[config.mk]
export PLATFORM = sky130hd
export DESIGN_NAME = ysyx_22050710_axi4_burst_master
export DESIGN_NICKNAME = d
export VERILOG_FILES = /design/src/rtl/ysyx_22050710_axi4_burst_master.sv
export SDC_FILE = /design/constraint.sdc
export NUM_CORES = 1
export LEC_CHECK = 0
export BUFFER_PORTS_ARGS = -buffer_cell sky130_fd_sc_hd__clkbuf_2
export CAP_MARGIN = 0
export CORE_AREA = 2 2 181 183
export CTS_BUF_LIST = sky130_fd_sc_hd__clkbuf_4 sky130_fd_sc_hd__clkbuf_8
export DETAILED_ROUTE_END_ITERATION = 6
export DIE_AREA = 0 0 183 185
export PLACE_DENSITY_LB_ADDON = 0.08
export SLEW_MARGIN = 20
export SYNTH_ARGS = -nofsm -noshare
export SYNTH_HDL_FRONTEND = slang
export SYNTH_SLANG_ARGS = --single-unit
[constraint.sdc]
create_clock -name i_aclk -period 3.7 [get_ports i_aclk]
set_input_delay 0.74 -clock i_aclk [delete_from_list [all_inputs] [get_ports i_aclk]]
set_output_delay 0.74 -clock i_aclk [all_outputs]
set_load 0.02 [all_outputs]
[src/rtl/ysyx_22050710_axi4_burst_master.sv]
// AXI4-full burst master front end.
// Converts a core-side request/response handshake into one INCR read burst
// (1..256 beats) or one single-beat write, and returns every read beat and
// every write response on a single response port with error flags.
module ysyx_22050710_axi4_burst_master #(
  parameter int         DATA_WIDTH = 64,
  parameter int         ADDR_WIDTH = 32,
  parameter int         STRB_WIDTH = DATA_WIDTH/8,
  parameter logic [3:0] AXI_ID     = 4'h0
) (
  input  logic                  i_aclk,
  input  logic                  i_rst,
  // core request
  input  logic                  i_req_valid,
  output logic                  o_req_ready,
  input  logic                  i_req_wen,
  input  logic [ADDR_WIDTH-1:0] i_req_addr,
  input  logic [7:0]            i_req_len,
  input  logic [DATA_WIDTH-1:0] i_req_wdata,
  input  logic [STRB_WIDTH-1:0] i_req_wstrb,
  // core response
  output logic                  o_rsp_valid,
  input  logic                  i_rsp_ready,
  output logic [DATA_WIDTH-1:0] o_rsp_data,
  output logic                  o_rsp_last,
  output logic                  o_rsp_err,
  // AR
  output logic [3:0]            o_arid,
  output logic [ADDR_WIDTH-1:0] o_araddr,
  output logic [7:0]            o_arlen,
  output logic [2:0]            o_arsize,
  output logic [1:0]            o_arburst,
  output logic [1:0]            o_arlock,
  output logic [3:0]            o_arcache,
  output logic [2:0]            o_arprot,
  output logic                  o_arvalid,
  input  logic                  i_arready,
  // R
  input  logic [3:0]            i_rid,
  input  logic [DATA_WIDTH-1:0] i_rdata,
  input  logic [1:0]            i_rresp,
  input  logic                  i_rlast,
  input  logic                  i_rvalid,
  output logic                  o_rready,
  // AW
  output logic [3:0]            o_awid,
  output logic [ADDR_WIDTH-1:0] o_awaddr,
  output logic [7:0]            o_awlen,
  output logic [2:0]            o_awsize,
  output logic [1:0]            o_awburst,
  output logic [1:0]            o_awlock,
  output logic [3:0]            o_awcache,
  output logic [2:0]            o_awprot,
  output logic                  o_awvalid,
  input  logic                  i_awready,
  // W
  output logic [3:0]            o_wid,
  output logic [DATA_WIDTH-1:0] o_wdata,
  output logic [STRB_WIDTH-1:0] o_wstrb,
  output logic                  o_wlast,
  output logic                  o_wvalid,
  input  logic                  i_wready,
  // B
  input  logic [3:0]            i_bid,
  input  logic [1:0]            i_bresp,
  input  logic                  i_bvalid,
  output logic                  o_bready
);

  typedef enum logic [2:0] {IDLE, AR, R, WR, B} state_t;

  state_t                state, state_nxt;
  logic [ADDR_WIDTH-1:0] addr_q;
  logic [7:0]            len_q;
  logic [7:0]            cnt_q;
  logic [DATA_WIDTH-1:0] wdata_q;
  logic [STRB_WIDTH-1:0] wstrb_q;
  logic                  aw_done, w_done;

  logic req_fire, r_fire, aw_fire, w_fire;
  logic beat_last;

  // IDs are not checked; fold them into a sink so they are still consumed.
  logic unused_ids;
  assign unused_ids = ^{i_rid, i_bid};

  assign o_req_ready = (state == IDLE) & ~i_rst;
  assign req_fire    = i_req_valid & o_req_ready;
  assign r_fire      = o_rready & i_rvalid;
  assign aw_fire     = o_awvalid & i_awready;
  assign w_fire      = o_wvalid & i_wready;
  // Burst end is decided by our own beat count, never by the slave's rlast.
  assign beat_last   = (cnt_q == len_q);

  // Constant and latched AXI payloads: all come from registers.
  assign o_arid    = AXI_ID;
  assign o_araddr  = addr_q;
  assign o_arlen   = len_q;
  assign o_arsize  = 3'b011;
  assign o_arburst = 2'b01;
  assign o_arlock  = 2'b00;
  assign o_arcache = 4'h0;
  assign o_arprot  = 3'b000;

  assign o_awid    = AXI_ID;
  assign o_awaddr  = addr_q;
  assign o_awlen   = 8'd0;
  assign o_awsize  = 3'b011;
  assign o_awburst = 2'b01;
  assign o_awlock  = 2'b00;
  assign o_awcache = 4'h0;
  assign o_awprot  = 3'b000;

  assign o_wid     = AXI_ID;
  assign o_wdata   = wdata_q;
  assign o_wstrb   = wstrb_q;
  assign o_wlast   = o_wvalid;

  // State register.
  always_ff @(posedge i_aclk) begin
    if (i_rst) state <= IDLE;
    else       state <= state_nxt;
  end

  // Request latch, beat counter and per-channel done flags for the write.
  always_ff @(posedge i_aclk) begin
    if (i_rst) begin
      addr_q  <= '0;
      len_q   <= '0;
      cnt_q   <= '0;
      wdata_q <= '0;
      wstrb_q <= '0;
      aw_done <= 1'b0;
      w_done  <= 1'b0;
    end else if (req_fire) begin
      addr_q  <= i_req_addr;
      len_q   <= i_req_wen ? 8'd0 : i_req_len;
      cnt_q   <= '0;
      wdata_q <= i_req_wdata;
      wstrb_q <= i_req_wstrb;
      aw_done <= 1'b0;
      w_done  <= 1'b0;
    end else begin
      if (r_fire)  cnt_q   <= cnt_q + 8'd1;
      if (aw_fire) aw_done <= 1'b1;
      if (w_fire)  w_done  <= 1'b1;
    end
  end

  // Next state and channel/response outputs; everything defaults to idle.
  always_comb begin
    state_nxt   = state;
    o_arvalid   = 1'b0;
    o_rready    = 1'b0;
    o_awvalid   = 1'b0;
    o_wvalid    = 1'b0;
    o_bready    = 1'b0;
    o_rsp_valid = 1'b0;
    o_rsp_data  = '0;
    o_rsp_last  = 1'b0;
    o_rsp_err   = 1'b0;
    case (state)
      IDLE: begin
        if (i_req_valid & ~i_rst) state_nxt = i_req_wen ? WR : AR;
      end
      AR: begin
        o_arvalid = 1'b1;
        if (i_arready) state_nxt = R;
      end
      R: begin
        // Zero-latency pass-through; core back-pressure drives rready.
        o_rready    = i_rsp_ready;
        o_rsp_valid = i_rvalid;
        o_rsp_data  = i_rdata;
        o_rsp_last  = beat_last;
        o_rsp_err   = (i_rresp != 2'b00) | (i_rlast != beat_last);
        if (i_rvalid & i_rsp_ready & beat_last) state_nxt = IDLE;
      end
      WR: begin
        // AW and W retire independently; both may retire in one cycle.
        o_awvalid = ~aw_done;
        o_wvalid  = ~w_done;
        if ((aw_done | i_awready) & (w_done | i_wready)) state_nxt = B;
      end
      B: begin
        o_bready    = i_rsp_ready;
        o_rsp_valid = i_bvalid;
        o_rsp_last  = 1'b1;
        o_rsp_err   = (i_bresp != 2'b00);
        if (i_bvalid & i_rsp_ready) state_nxt = IDLE;
      end
      default: state_nxt = IDLE;
    endcase
  end

endmodule

Word level (Yosys, flattened, before mapping)
Index checks and enable logic that the tools add are counted.
{"block": "word_totals", "inputBits": 199, "register_bits": 125, "out_inout_bits": 266, "word_cells": 58}
{"block": "classes", "n_mux": 17, "n_addsub": 1, "n_reduce_logical": 5, "bitwise": 16, "eq_ne": 11}
{"operator": "two-way mux 64 bit", "count": 1}
{"operator": "two-way mux 3 bit", "count": 5}
{"operator": "one-hot mux 3 bit (5 select lines)", "count": 1}
{"operator": "AND 1 bit", "count": 10}
{"operator": "adder 8 x 1 -> 8 bit, second input constant", "count": 1}
{"operator": "== test 8 bit", "count": 1}
{"operator": "two-way mux 8 bit", "count": 1}
{"operator": "!= test 2 bit, second input constant", "count": 4}
{"operator": "== test 3 x 2 -> 1 bit, second input constant", "count": 2}
{"operator": "one-hot mux 1 bit (2 select lines)", "count": 3}
{"operator": "two-way mux 1 bit", "count": 5}
{"operator": "AND reduction 5 bit", "count": 1}
{"operator": "nonzero test 2 bit", "count": 2}
{"operator": "== test 3 x 1 -> 1 bit, second input constant", "count": 1}
{"operator": "== test 3 bit, second input constant", "count": 1}
{"operator": "logical NOT 3 bit", "count": 1}
{"operator": "inverter 1 bit", "count": 3}
{"operator": "bitwise OR 1 bit", "count": 3}
{"operator": "two-way mux 2 bit", "count": 1}
{"operator": "!= test 2 x 1 -> 1 bit, second input constant", "count": 1}
{"operator": "OR reduction 2 bit", "count": 1}
{"operator": "!= test 1 bit", "count": 1}

Logic depth before layout (Yosys ltp)
{"block": "depth", "word_depth": 4, "depth_mapped": 7, "mapped_depth_nobuf": 4}

Worst setup path before layout
No wires, ideal clock.
{"block": "synth_timing", "kind": "register to output", "startpoint": "reg state[2]", "endpoint": "out o_rsp_err", "stages_incl_launch_ff": 5, "path_buffers": 1, "slack_ps": 1420, "required_time_ps": 2960, "t_arrival_ps": 1540, "cell_sequence": "dfxtp_1 buf_6 or3b_1 or4_1 nand3_1"}
{"block": "synth_between", "elab_chain_cells": 2, "elab_cells_between_ends": 3, "cone_classes": "eq/ne: 2; mux: 1"}
{"item": "start, declared", "line_no": "72", "source": "state_t state, state_nxt;"}
{"item": "start signal, assigned", "line_no": "122", "source": "else state <= state_nxt;"}
{"item": "== test 3 bit or == test 3 x 2 -> 1 bit (tied branches)", "line_no": "162", "source": "case (state)"}
{"item": "one-hot mux 1 bit (2 select lines) (*)", "line_no": "162"}
{"item": "end, declared", "line_no": "26", "source": "output logic o_rsp_err,"}
Every way passes the cells marked *; elsewhere a longest branch is shown, timed or not.

Worst setup path in the final report
{"block": "layout_timing", "startpoint": "reg state[1]", "endpoint": "out o_rsp_err"}
The elaborated chain is that of the path after synthesis.

==> results.json <==
{
  "outcome": "finished, final reports clean",
  "layout.nets": 1296,
  "vias": 5802,
  "fin_ws_ns": 0.686,
  "yosysTopAreaCellShare": 0.415,
  "swShare": 0.354,
  "viasPerCell": 3.82,
  "grtUsageTotal": 0.125,
  "p_clk_frac": 0.339,
  "final_layout_size_suffix_gt1_frac": 0.407,
  "dp_slack_ns": 1.13,
  "stdcell_count": 1520,
  "post_drt_wl_per_cell_um": 14.4,
  "fillers": 3587,
  "worst_slew_pin_slew_ns": 0.680,
  "htreeDepth": 4,
  "ys_ff_latch": 125,
  "die_area_um2": 33900,
  "clkTransAtPathRegs_ns": 0.09,
  "avgSynthCellArea_um2": 8.10,
  "total_power_mw": 3.73,
  "yosysTopAreaCell": "dfxtp_1",
  "port_buffers": 408,
  "required_ns": 2.96,
  "firstDrtPassIters": 4,
  "critical_path_arrival_ns": 2.27,
  "drt-initial-drc-count": 197,
  "start_util": 0.188,
  "cts-resized-gates": 0,
  "slew_violations": 0,
  "cts_buffers": 17,
  "rows": 66,
  "p_int_mw": 2.41,
  "syn2layout_area_growth_pct": 39.9,
  "die_h_um": 185,
  "ioPinCount": 465,
  "synth_cell_types": 35,
  "synth_commonest_cells": "nand2_1, dfxtp_1, nand3b_1",
  "cts.sinks": 125,
  "hpwlAfterDp_um": 15900,
  "cp_max_fo": 10,
  "total_leakage_power_nw": 4.50,
  "syn_area_um2": 6030,
  "synthCells": 745,
  "p_switching_mw": 1.32,
  "max_stage_delay_ns": 0.55,
  "fin_crit_ns": 3.01,
  "power_frac_comb": 0.247,
  "skew_ns": 0.0126,
  "insertion_delay_ns": 0.44,
  "cellPowerDensity_nw_per_um2": 441,
  "synth_edf_count": 0,
  "clockBufferDepth": 2,
  "first_global_vias": 5564,
  "gp_congestion": 0.723,
  "drc": 0,
  "ys_warn_count": 0,
  "final_core_util": 0.263,
  "finalCritPeriodShare": 0.815,
  "placed_cell_area_um2": 8030,
  "postRouteAntennaNets": 0,
  "antenna_found_initial": 2,
  "tns_ns": 0,
  "rsz0062_at_grt": "no",
  "p_seq_frac": 0.414,
  "cap_violations": 0,
  "slew_headroom": 0.547,
  "yosys-top-cells-area": "dfxtp_1, nand3b_1, nand2_1, buf_4, and2_1",
  "fin_area_um2": 8440,
  "peakVddDrop_v": 0.000205,
  "cp-start-kind": "register",
  "fin_hold_ws_ns": 0.472,
  "critical_path.endpoint_type": "output pin",
  "die_x_um": 183,
  "hp-class": "in2reg",
  "synth_most_common_cell": "nand2_1",
  "crit_type": "reg2out",
  "cp_cell_sequence": "or3b_1 -> or4_1 -> nand3_1 -> clkbuf_2",
  "grt_overflow": 0,
  "fp.coreArea_um2": 32000,
  "clockRootBuffer": "clkbuf_8",
  "holdBufCountCts": 0,
  "tritoncts": "built",
  "max_freq_ghz": 0.332,
  "synth_top_flop_cell": "dfxtp_1",
  "async_reset_ff_frac": 0,
  "grt_pass1_wl_um": 32300,
  "post_cts_buffers": 0,
  "setup_viol": 0,
  "hold_viol": 0,
  "grt_max_degree": 111,
  "dp.cells": 1485,
  "ys_seq_area_frac": 0.415,
  "routed_wl_um": 21800,
  "slowest_stage": "dfxtp_1"
}
final cells by class:
type	instances	area, µm²	share of cell area
flip-flops and latches	125	2500	0.296
well taps	408	510	0.0605
clock buffers	18	241	0.0286
repair buffers	415	2130	0.253
clock inverters	14	160	0.0190
diodes	3	7.51	0.000889
multi-input cells	537	2890	0.342
cells by family after synthesis:
| kind of cell | Yosys count | synth area share |
|---|---|---|
| multiplexers | 1 | 0.00166 |
| other | 2 | 0.00124 |
| adder cells (fa/ha/maj) | 1 | 0.00207 |
| AO/OA/AOI/OAI | 23 | 0.0226 |
| flip-flops | 125 | 0.415 |
| buffers and inverters | 129 | 0.138 |
| XOR/XNOR | 15 | 0.0218 |
| AND/OR/NAND/NOR | 449 | 0.398 |
path summary, 6_finish.rpt:
path	start	end	slack, ns	depth (start not counted)
worst max-delay path	state[1]	o_rsp_err	0.69	4
worst max register to register	state[2]	o_araddr[4]	1.74	5
worst min-delay path	i_req_wdata[15]	o_wdata[15]	0.47	3
worst min register to register	o_wdata[30]	o_wdata[30]	0.47	2
metal layers:
metal | track usage | routed length [µm] | part of all wire
met5 | 0 | 0 | 0
met2 | 0.220 | 11000 | 0.50
met4 | 0.0506 | 492 | 0.023
met1 | 0.139 | 8770 | 0.40
met3 | 0.0421 | 1590 | 0.073
sequential cells by signal, summed over array words and instances (netlist names):
name      cells
cnt_q         8
aw_done       1
o_araddr     32
o_wstrb       8
state         3
w_done        1
o_arlen       8
o_wdata      64
critical path: cells and delay by family, from the launching register on:
kind / cells / cell delay (ns)
and+or+nand+nor: 3 / 1.12
DFF: 1 / 0.55
buffers and inverters: 1 / 0.17
power groups by stage:
| stage | Combinational [mW] | Sequential (mW) | Clock [mW] |
|---|---|---|---|
| floorplan | 0.507 | 1.69 | 0 |
| global placement | 0.945 | 1.57 | 0 |
| detailed placement | 0.940 | 1.57 | 0 |
| CTS | 0.941 | 1.54 | 1.35 |
| global route | 1.01 | 1.56 | 1.40 |
| finish | 0.922 | 1.54 | 1.26 |
placed cells by master (no fill, tap or decap), drive strengths merged, types with 3 or more instances in the layout:
master	synthesis	routed
clkbuf	24	426
nand2	215	215
dfxtp	125	125
nand3b	114	114
and2	72	72
conb	2	48
nor2	15	15
xnor2	12	12
nand2b	11	11
o21ai	11	11
buf	105	7
nand4	5	5
a21oi	5	5
inv	0	5
clkinv	0	4
diode	0	3
nand3	3	3
xor2	3	3
clkinvlp	0	3
nor4	3	3
Power figures use the tool's default switching activity.
